File: config.mk
export PLATFORM = sky130hd
export DESIGN_NAME = serial_adder_flat
export DESIGN_NICKNAME = d
export VERILOG_FILES = /design/src/rtl/serial_adder_if.sv /design/src/rtl/serial_adder.sv /design/src/flat_wrapper.sv
export SDC_FILE = /design/constraint.sdc
export NUM_CORES = 1
export LEC_CHECK = 0
export BUFFER_PORTS_ARGS = -buffer_cell sky130_fd_sc_hd__buf_2
export CAP_MARGIN = 5
export CORE_UTILIZATION = 45
export DETAILED_ROUTE_END_ITERATION = 8
export MAX_ROUTING_LAYER = met4
export PLACE_DENSITY = 0.64
export SLEW_MARGIN = 20
export SYNTH_ARGS = -nofsm -noshare
export SYNTH_HDL_FRONTEND = slang
export SYNTH_SLANG_ARGS = --single-unit
File: constraint.sdc
create_clock -name clk -period 2.55 [get_ports clk]
set_clock_uncertainty 0.1 [all_clocks]
set_input_delay 0.51 -clock clk [delete_from_list [all_inputs] [get_ports clk]]
set_output_delay 0.51 -clock clk [all_outputs]
set_load 0.02 [all_outputs]
File: src/rtl/serial_adder_if.sv
// Handshake and operand/result bundle for serial_adder.
// The master drives the request side; the slave (the adder) drives status and result.
interface serial_adder_if #(
  parameter int unsigned WIDTH = 8
);
  logic             start;
  logic             sub;
  logic [WIDTH-1:0] a;
  logic [WIDTH-1:0] b;
  logic             cin;
  logic             busy;
  logic             done;
  logic [WIDTH-1:0] sum;
  logic             cout;
  logic             ovf;

  modport master (
    output start, sub, a, b, cin,
    input  busy, done, sum, cout, ovf
  );

  modport slave (
    input  start, sub, a, b, cin,
    output busy, done, sum, cout, ovf
  );
endinterface

File: src/rtl/serial_adder.sv
// Multi-cycle adder/subtractor that consumes DIGIT bits per clock, LSB first.
// Operands are latched on start; the result is published with a one-cycle done pulse.
module serial_adder #(
  parameter int unsigned WIDTH = 8,
  parameter int unsigned DIGIT = 1
) (
  input  logic          clk,
  input  logic          rst_n,
  serial_adder_if.slave bus
);

  localparam int unsigned N  = WIDTH / DIGIT;
  localparam int unsigned CW = $clog2(N + 1);

  localparam logic [1:0] S_IDLE = 2'd0;
  localparam logic [1:0] S_RUN  = 2'd1;
  localparam logic [1:0] S_DONE = 2'd2;

  logic [1:0]       state_q,  state_d;
  logic [WIDTH-1:0] a_sh_q,   a_sh_d;
  logic [WIDTH-1:0] b_sh_q,   b_sh_d;
  logic [WIDTH-1:0] res_q,    res_d;
  logic             carry_q,  carry_d;
  logic [CW-1:0]    cnt_q,    cnt_d;
  logic             a_msb_q,  a_msb_d;
  logic             b_msb_q,  b_msb_d;
  logic             busy_q,   busy_d;
  logic             done_q,   done_d;
  logic [WIDTH-1:0] sum_q,    sum_d;
  logic             cout_q,   cout_d;
  logic             ovf_q,    ovf_d;

  logic [DIGIT:0]   digit_sum;
  logic [WIDTH-1:0] res_shift;
  logic [WIDTH-1:0] b_eff;

  // One digit of the ripple; new digits enter the result register from the top.
  always_comb begin
    digit_sum = (DIGIT+1)'(a_sh_q[DIGIT-1:0]) + (DIGIT+1)'(b_sh_q[DIGIT-1:0])
              + (DIGIT+1)'(carry_q);
    res_shift = (res_q >> DIGIT) | (WIDTH'(digit_sum[DIGIT-1:0]) << (WIDTH - DIGIT));
    b_eff     = bus.sub ? ~bus.b : bus.b;
  end

  // Next-state and registered-output logic.
  always_comb begin
    state_d = state_q;
    a_sh_d  = a_sh_q;
    b_sh_d  = b_sh_q;
    res_d   = res_q;
    carry_d = carry_q;
    cnt_d   = cnt_q;
    a_msb_d = a_msb_q;
    b_msb_d = b_msb_q;
    busy_d  = busy_q;
    done_d  = 1'b0;
    sum_d   = sum_q;
    cout_d  = cout_q;
    ovf_d   = ovf_q;

    case (state_q)
      S_IDLE: begin
        if (bus.start) begin
          a_sh_d  = bus.a;
          b_sh_d  = b_eff;
          carry_d = bus.sub ? 1'b1 : bus.cin;
          cnt_d   = '0;
          a_msb_d = bus.a[WIDTH-1];
          b_msb_d = b_eff[WIDTH-1];
          busy_d  = 1'b1;
          state_d = S_RUN;
        end
      end
      S_RUN: begin
        a_sh_d  = a_sh_q >> DIGIT;
        b_sh_d  = b_sh_q >> DIGIT;
        carry_d = digit_sum[DIGIT];
        cnt_d   = cnt_q + CW'(1);
        res_d   = res_shift;
        // Last digit: publish the fully assembled result while entering DONE.
        if (cnt_q == CW'(N - 1)) begin
          busy_d  = 1'b0;
          done_d  = 1'b1;
          sum_d   = res_shift;
          cout_d  = digit_sum[DIGIT];
          ovf_d   = (a_msb_q == b_msb_q) && (res_shift[WIDTH-1] != a_msb_q);
          state_d = S_DONE;
        end
      end
      S_DONE: begin
        state_d = S_IDLE;
      end
      default: begin
        busy_d  = 1'b0;
        state_d = S_IDLE;
      end
    endcase
  end

  always_ff @(posedge clk or negedge rst_n) begin
    if (!rst_n) begin
      state_q <= S_IDLE;
      a_sh_q  <= '0;
      b_sh_q  <= '0;
      res_q   <= '0;
      carry_q <= 1'b0;
      cnt_q   <= '0;
      a_msb_q <= 1'b0;
      b_msb_q <= 1'b0;
      busy_q  <= 1'b0;
      done_q  <= 1'b0;
      sum_q   <= '0;
      cout_q  <= 1'b0;
      ovf_q   <= 1'b0;
    end else begin
      state_q <= state_d;
      a_sh_q  <= a_sh_d;
      b_sh_q  <= b_sh_d;
      res_q   <= res_d;
      carry_q <= carry_d;
      cnt_q   <= cnt_d;
      a_msb_q <= a_msb_d;
      b_msb_q <= b_msb_d;
      busy_q  <= busy_d;
      done_q  <= done_d;
      sum_q   <= sum_d;
      cout_q  <= cout_d;
      ovf_q   <= ovf_d;
    end
  end

  assign bus.busy = busy_q;
  assign bus.done = done_q;
  assign bus.sum  = sum_q;
  assign bus.cout = cout_q;
  assign bus.ovf  = ovf_q;

endmodule

File: src/flat_wrapper.sv
// flat-port wrapper written by rule: the top's interface ports become plain ports
module serial_adder_flat 
#(
  parameter int unsigned WIDTH = 8,
  parameter int unsigned DIGIT = 1
)
  (clk, rst_n, bus_start, bus_sub, bus_a, bus_b, bus_cin, bus_busy, bus_done, bus_sum, bus_cout, bus_ovf);
  serial_adder_if #(.WIDTH(WIDTH)) bus_i ();
  input  logic clk;
  input  logic rst_n;
  input wire logic [$bits(bus_i.start)-1:0] bus_start;
  input wire logic [$bits(bus_i.sub)-1:0] bus_sub;
  input wire logic [$bits(bus_i.a)-1:0] bus_a;
  input wire logic [$bits(bus_i.b)-1:0] bus_b;
  input wire logic [$bits(bus_i.cin)-1:0] bus_cin;
  output wire logic [$bits(bus_i.busy)-1:0] bus_busy;
  output wire logic [$bits(bus_i.done)-1:0] bus_done;
  output wire logic [$bits(bus_i.sum)-1:0] bus_sum;
  output wire logic [$bits(bus_i.cout)-1:0] bus_cout;
  output wire logic [$bits(bus_i.ovf)-1:0] bus_ovf;
  assign bus_i.start = bus_start;
  assign bus_i.sub = bus_sub;
  assign bus_i.a = bus_a;
  assign bus_i.b = bus_b;
  assign bus_i.cin = bus_cin;
  assign bus_busy = bus_i.busy;
  assign bus_done = bus_i.done;
  assign bus_sum = bus_i.sum;
  assign bus_cout = bus_i.cout;
  assign bus_ovf = bus_i.ovf;
  serial_adder #(.WIDTH(WIDTH), .DIGIT(DIGIT)) u_core (.clk(clk), .rst_n(rst_n), .bus(bus_i));
endmodule
==> results by group, run 1 <==
CTS
  • Clock transition at the registers of the reported paths: 0.08 ns
  • Post-CTS setup buffers: 0
  • Sink Count: 44
  • CTS Hold Buffers Added: 1
  • Clock latency at the later pin of the worst-skew pair: 0.29 ns
  • CTS HTree Levels: 2
  • CTS tree: yes
  • Max Buffers Root-to-Sink: 2
  • Resize count post-CTS: 0
  • CTS root buffer: clkbuf_8
  • Cts bufs inserted: 5

Yosys
  • Synth Net Count: 211
  • Largest area contributor in the synthesized netlist: dfrtp_1
  • Synth Register Bits: 44
  • Seq/Total Area, Yosys: 54.7%
  • Mapped Avg Cell Area: 10.7 um^2
  • Top FF cell, synth: dfrtp_1
  • Synth unique cells: 35
  • Most common cell in the netlist: dfrtp_1
  • Post-synth top cells: 44 x dfrtp_1, 38 x nand2_1, 11 x a21oi_1, 11 x nor2b_1
  • Post-synth ARST share: 100%
  • Syn. warnings: 0
  • Post-synthesis cell count: 188
  • Post-synth EDFFs: 0
  • Share of the synthesized area in the top cell type: 54.7%
  • Mapped cell area: 2010 um^2
  • Most area-consuming cells after synthesis: dfrtp_1 55%, nand2_1 7.1%, mux2_2 5.6%, a22oi_1 3.7%, nor2b_1 3.4%

Worst setup path
  • Largest stage delay, worst path: 0.55 ns
  • Crit. End Element: register
  • Crit path cell chain: buf_4 -> or3b_1 -> mux2_4
  • Max Fanout on Critical Path: 18
  • WP data required: 2.63 ns
  • Reg2Reg Setup Slack: 0.76 ns
  • Setup CP Type: register to register
  • Worst Setup SP: u_core.state_q[0]$_DFFE_PN0P_
  • Worst r2r src: u_core.state_q[0]$_DFFE_PN0P_
  • Reg2Reg Depth: 3
  • CP startpoint kind: register
  • Slowest stage cell on the critical path: or3b_1
  • Arrival time at the worst endpoint: 1.87 ns
  • RR Endpoint: u_core.a_msb_q$_DFFE_PN0P_

Power
  • Max VDD drop: 0.478 mV
  • Pint: 1810 uW
  • Reg power frac: 42.4%
  • Clock group share of total power: 20.0%
  • Combinational share of power: 37.6%
  • Leak Pwr: 0.00113 uW
  • Pwr Density: 1210 nW/um^2
  • Sw frac: 36.4%
  • P_sw: 1040 uW

Finish
  • Synth-to-Final Area Change: 17.2%
  • Ant diodes: 0
  • Proportion of layout cells with a drive suffix above 1: 27.2%
  • Post-layout util: 56.9%
  • Final Instance Area: 2360 um^2
  • Final std cells w/o fill: 274
  • Post-layout nets: 246

Floorplanning
  • Core Region: 4140 um^2
  • IO Pins: 33
  • Core Rows: 23
  • Die height: 68.9 um
  • Die area: 4740 um^2
  • Initial Utilization: 48.6%
  • Die width: 68.9 um

Route
  • Total number of vias: 1481
  • Drt first pass iters: 4
  • DR iter-0 viols: 76
  • Vias/cell: 5.41
  • Final antenna-violating net count: 0
  • DRT Wirelength: 3990 um
  • DR DRC count: 0
  • WL/cell: 14.5 um

Timing
  • Final Critical Period: 1.79 ns
  • FMAX: 558 MHz
  • Setup WS post-layout: 0.757 ns
  • Fin Setup TNS: 0 ns
  • Final Max Tran Viols: 0
  • Final Setup Violations: 0
  • Slew @ Worst Pin: 0.631 ns
  • Final worst-path cycle share: 70.3%
  • Hold Violations, Final: 0
  • Relative slew margins: 57.8%
  • RSZ-0062 raised after global routing: no

Min path
  • Hold EP: u_core.res_q[1]$_DFFE_PN0P_
  • Hold crit path type: register to register
  • Hold Crit Start: u_core.res_q[1]$_DFFE_PN0P_
  • Hold Crit Depth: 2

GRT
  • Largest net degree at the start of global routing: 19
  • GRT overflow: 0
  • First-pass GRT wire length: 6780 um
  • Initial antenna violation count: 0
  • Global-route usage over all layers: 20.6%
  • Vias in the first global route: 1395

Placed design
  • RD Place Congestion: 0.794
  • Dpl hpwl: 2900 um
  • Worst setup slack after placement: 0.670 ns
  • Placed cell count: 265
  • Post-Place Cell Area: 2220 um^2
  • PortBufs: 32

Job
  • Max_cap viols: 0

Run status
  • Outcome: finished, final reports clean
state kept, by name (all words and copies together) (netlist names), 2 cells and up:
register	count
u_core.a_sh_q	8
u_core.res_q	7
u_core.state_q	2
u_core.b_sh_q	8
u_core.cnt_q	4
u_core.bus.sum	8
metal layers:
layer	vias up	wire length [um]	track usage, %	part of all wire (%)
met4	0	65	6.63	1.6
met1	716	1820	26.6	46
li1	720	-	-	-
met3	7	173	5.59	4.3
met2	38	1930	31.3	48
met5	-	0	-	0
layout by cell type, fill, tap and decap left out, drive strengths merged, types with 2 or more instances in the layout:
cell and instances:
dfrtp 44, buf 39, inv 2, nor2b 11
a22o 2, xnor2 7, mux2 11, o21ai 10
a21oi 11, a22oi 10, nor3 2, o221ai 5
nor2 3, o32ai 2, clkbuf 7, nand2b 4
nand2 38
area by class of cell:
cell class / count / area [um^2]
repair buffers: 40 / 223
inverters: 2 / 7.51
clock inverters: 1 / 30.0
fillers: 375 / 1790
clock buffers: 7 / 96.3
multi-input cells: 130 / 838
well taps: 50 / 62.6
flip-flops and latches: 44 / 1100
kinds of logic after synthesis:
logic type                 count (synthesis)  share of synthesized area (%)
and+or+nand+nor                           63                           14.7
xor gates and xnor gates                   8                           3.48
adders and majority gates                  2                           1.62
DFF                                       44                           54.7
muxes                                     12                           6.84
AOI/OAI and AO/OA                         45                           15.0
buffers and inverters                     14                           3.61
worst max path at each step:
stage / cells past startpoint / slack [ns] / end
3_5_place_dp: 4 / 0.67 / u_core.a_sh_q[7]$_DFFE_PN0P_
5_1_grt: 4 / 0.67 / u_core.bus.ovf$_DFFE_PN0P_
4_1_cts: 3 / 0.76 / u_core.a_msb_q$_DFFE_PN0P_
6_report: 3 / 0.76 / u_core.a_msb_q$_DFFE_PN0P_
2_1_floorplan: 4 / 1.02 / u_core.bus.ovf$_DFFE_PN0P_
3_3_place_gp: 3 / 0.70 / u_core.a_msb_q$_DFFE_PN0P_
through the flow:
stage	power, uW	hold WS, ns
3_3_place_gp	2250	0.283
6_report	2850	0.380
2_1_floorplan	1980	0.114
3_5_place_dp	2310	0.290
5_1_grt	3090	0.371
4_1_cts	2890	0.380
critical path, delay by kind of cell (launching register included):
family	cells	cell delay, ns
AND/OR/NAND/NOR	1	0.55
buffers and inverters	1	0.23
flip-flops	1	0.46
multiplexers	1	0.34
power groups by stage:
stage               sequential (uW)  combinational, uW  clock [uW]
CTS                            1210               1090         587
global route                   1260               1210         617
detailed placement             1220               1090           0
global placement               1210               1040           0
floorplan                      1260                716           0
finish                         1210               1070         569
No activity file was read; power rests on OpenSTA's default activity.
==> run 2, diff against run 1 <==
--- a/config.mk
+++ b/config.mk
@@ -10,7 +10,7 @@
 export CORE_UTILIZATION = 45
 export DETAILED_ROUTE_END_ITERATION = 8
 export MAX_ROUTING_LAYER = met4
-export PLACE_DENSITY = 0.64
+export PLACE_DENSITY = 0.67
 export SLEW_MARGIN = 20
 export SYNTH_ARGS = -nofsm -noshare
 export SYNTH_HDL_FRONTEND = slang
==> constraint.sdc (replaced) <==
create_clock -name clk -period 1.5 [get_ports clk]
set_clock_uncertainty 0.1 [all_clocks]
set_input_delay 0.3 -clock clk [delete_from_list [all_inputs] [get_ports clk]]
set_output_delay 0.3 -clock clk [all_outputs]
set_load 0.02 [all_outputs]
==> run 2 against run 1 <==
Combinational power increased by 130%. The run now ends with negative setup slack left. Design area increased by 8.9%. Sequential power increased by 65%. Global-route usage decreased by 0.63 points. Hold slack got worse by 0.22 ns. Fmax increased by 14%. Clock power increased by 35%. Sequential share of layout area decreased by 3.8 points. Clock-buffer cell count unchanged. Largest power group is now combinational logic. Flip-flop and latch count unchanged. First-iteration DRC count increased by 92%.
==> results by group, run 2 (same netlist as run 1, synthesis figures left out) <==
Worst setup path
  • Slowest stage cell on the critical path: fa_1 (was or3b_1)
  • Setup CP Type: register to register (unchanged)
  • CP startpoint kind: register (unchanged)
  • Crit path cell chain: fa_1 -> o22ai_1 -> mux2_4 (was buf_4 -> or3b_1 -> mux2_4)
  • Largest stage delay, worst path: 0.58 ns (was 0.55 ns)
  • CP top delay family: adder cells (was simple AND/OR/NAND/NOR gates)
  • Max Fanout on Critical Path: 3 (was 18)
  • Arrival time at the worst endpoint: 1.66 ns (was 1.87 ns)
  • Crit. End Element: register (unchanged)
  • WP buf/inv: 0 (was 1)
  • Worst path depth: 3 (unchanged)
  • WP data required: 1.58 ns (was 2.63 ns)
  • Reg2Reg Depth: 3 (unchanged)

CTS
  • Sink Count: 44 (unchanged)
  • Clock transition at the registers of the reported paths: 0.08 ns (about the same)
  • Max Buffers Root-to-Sink: 2 (unchanged)
  • CTS tree: yes (unchanged)
  • CTS HTree Levels: 2 (unchanged)
  • Clock latency at the later pin of the worst-skew pair: 0.29 ns (about the same)
  • CTS root buffer: clkbuf_8 (unchanged)
  • Cts bufs inserted: 5 (unchanged)

Finish
  • Ant diodes: 0 (unchanged)
  • Post-layout nets: 265 (was 246)
  • Proportion of layout cells with a drive suffix above 1: 34.6% (was 27.2%)
  • Fill count: 369 (was 375)
  • Commonest non-fill, non-tap cell in the layout: dfrtp_1 (unchanged)
  • Commonest cells after routing, fill and taps aside: 44 x dfrtp_1, 37 x nand2_1, 32 x buf_2 (was 44 x dfrtp_1, 38 x nand2_1, 32 x buf_2)
  • Synth-to-Final Area Change: 27.6% (was 17.2%)

Floorplanning
  • Core Region: 4140 um^2 (unchanged)
  • Die height: 68.9 um (unchanged)
  • Die width: 68.9 um (unchanged)
  • Die area: 4740 um^2 (unchanged)
  • Core Rows: 23 (unchanged)
  • IO Pins: 33 (unchanged)
  • Initial Utilization: 48.6% (unchanged)

Power
  • Pwr Density: 2030 nW/um^2 (was 1210 nW/um^2)
  • Max VDD drop: 0.851 mV (was 0.478 mV)
  • Total power: 5220 uW (was 2850 uW)
  • Leak Pwr: 0.00124 uW (was 0.00113 uW)

Timing
  • Hold Violations, Final: 0 (unchanged)
  • Final worst-path cycle share: 105% (was 70.3%)
  • RSZ-0062 raised after global routing: yes (was no)
  • Final Setup Violations: 10 (was 0)
  • Relative slew margins: 81.5% (was 57.8%)
  • Final Critical Period: 1.58 ns (was 1.79 ns)
  • Setup WS post-layout: -0.0766 ns (was 0.757 ns)
  • Final Max Tran Viols: 0 (unchanged)
  • FMAX: 634 MHz (was 558 MHz)
  • Slew @ Worst Pin: 0.277 ns (was 0.631 ns)

Route
  • DR DRC count: 0 (unchanged)
  • WL/cell: 14.0 um (was 14.5 um)
  • Vias/cell: 5.26 (was 5.41)
  • Final antenna-violating net count: 0 (unchanged)
  • DRT Wirelength: 4090 um (was 3990 um)
  • DR iter-0 viols: 146 (was 76)
  • Total number of vias: 1540 (was 1481)
  • Drt first pass iters: 4 (unchanged)

GRT
  • Vias in the first global route: 1337 (was 1395)
  • First-pass GRT wire length: 6530 um (was 6780 um)
  • Global-route usage over all layers: 19.9% (was 20.6%)
  • Largest net degree at the start of global routing: 45 (was 19)
  • Initial antenna violation count: 0 (unchanged)
  • GRT overflow: 0 (unchanged)

Min path
  • Hold Crit Depth: 2 (unchanged)
  • Hold crit path type: primary input to register (was register to register)

Job
  • Max_cap viols: 0 (unchanged)

Placed design
  • Worst setup slack after placement: -0.0794 ns (was 0.670 ns)
  • PortBufs: 32 (unchanged)
  • RD Place Congestion: 0.783 (was 0.794)
  • Dpl hpwl: 2760 um (was 2900 um)

Run status
  • Outcome: finished, violations left (was finished, final reports clean)
  • Violated checks: negative setup slack
[run 2: cell count changes in the layout (fill, tap and decap cells not counted), moves of 2 or more]
| cell | delta |
|---|---|
| buf_6 | +2 |
| mux2_2 | -8 |
| buf_4 | +15 |
| mux2_4 | +8 |
| buf_12 | +2 |
[run 2: worst paths after layout]
check	from	end	slack, ns
worst max-delay path	u_core.carry_q$_DFFE_PN0P_	u_core.bus.ovf$_DFFE_PN0P_	-0.08
worst min-delay path	bus_a[7]	u_core.a_msb_q$_DFFE_PN0P_	0.16
worst max register to register	u_core.carry_q$_DFFE_PN0P_	u_core.bus.ovf$_DFFE_PN0P_	-0.08
worst min register to register	u_core.res_q[1]$_DFFE_PN0P_	u_core.res_q[1]$_DFFE_PN0P_	0.39
max in group asynchronous	rst_n	u_core.b_sh_q[6]$_DFFE_PN0P_	0.69
min in group asynchronous	rst_n	u_core.bus.sum[3]$_DFFE_PN0P_	0.40
[run 2: repair_timing]
action,4_1_cts,5_1_grt
hold endpoints to repair,44,0
gates cloned,0,1
resized for setup,2,18
hold buffers,1,0
pin swaps,1,0
setup endpoints to repair,13,16
setup buffers,1,1
[run 2: layer usage]
layer  GRT usage [%]  part of all wire [%]  wire, um
met1            27.9                    49      2000
met2            28.4                    44      1820
met3            4.44                   5.9       242
met4            6.89                  0.90        37
met5               -                     0         0
[run 2: area by class of cell]
class	instances	area [um^2]	area share [%]
Timing Repair Buffer	59	398	15.5
Tap cell	50	62.6	2.44
Inverter	2	7.51	0.292
Multi-Input combinational cell	130	905	35.2
Clock buffer	7	86.3	3.36
Clock inverter	1	7.51	0.292
Sequential cell	44	1100	42.9
[run 2: report_power, final]
group / switching, uW / internal, uW
clock network: 396 / 374
registers: 318 / 1680
logic: 1210 / 1240
[run 2: per-stage QoR]
stage	hold WS (ns)	area [um^2]	std cells	utilization, %	setup TNS, ns
global route	0.161	2570	293	62.0	-0.965
floorplan	-0.0956	2020	188	-	-0.0687
finish	0.161	2570	293	62.0	-0.183
global placement	0.194	2370	281	57.2	-0.0396
detailed placement	0.197	2370	281	57.2	-0.132
CTS	0.158	2490	291	60.1	-0.299
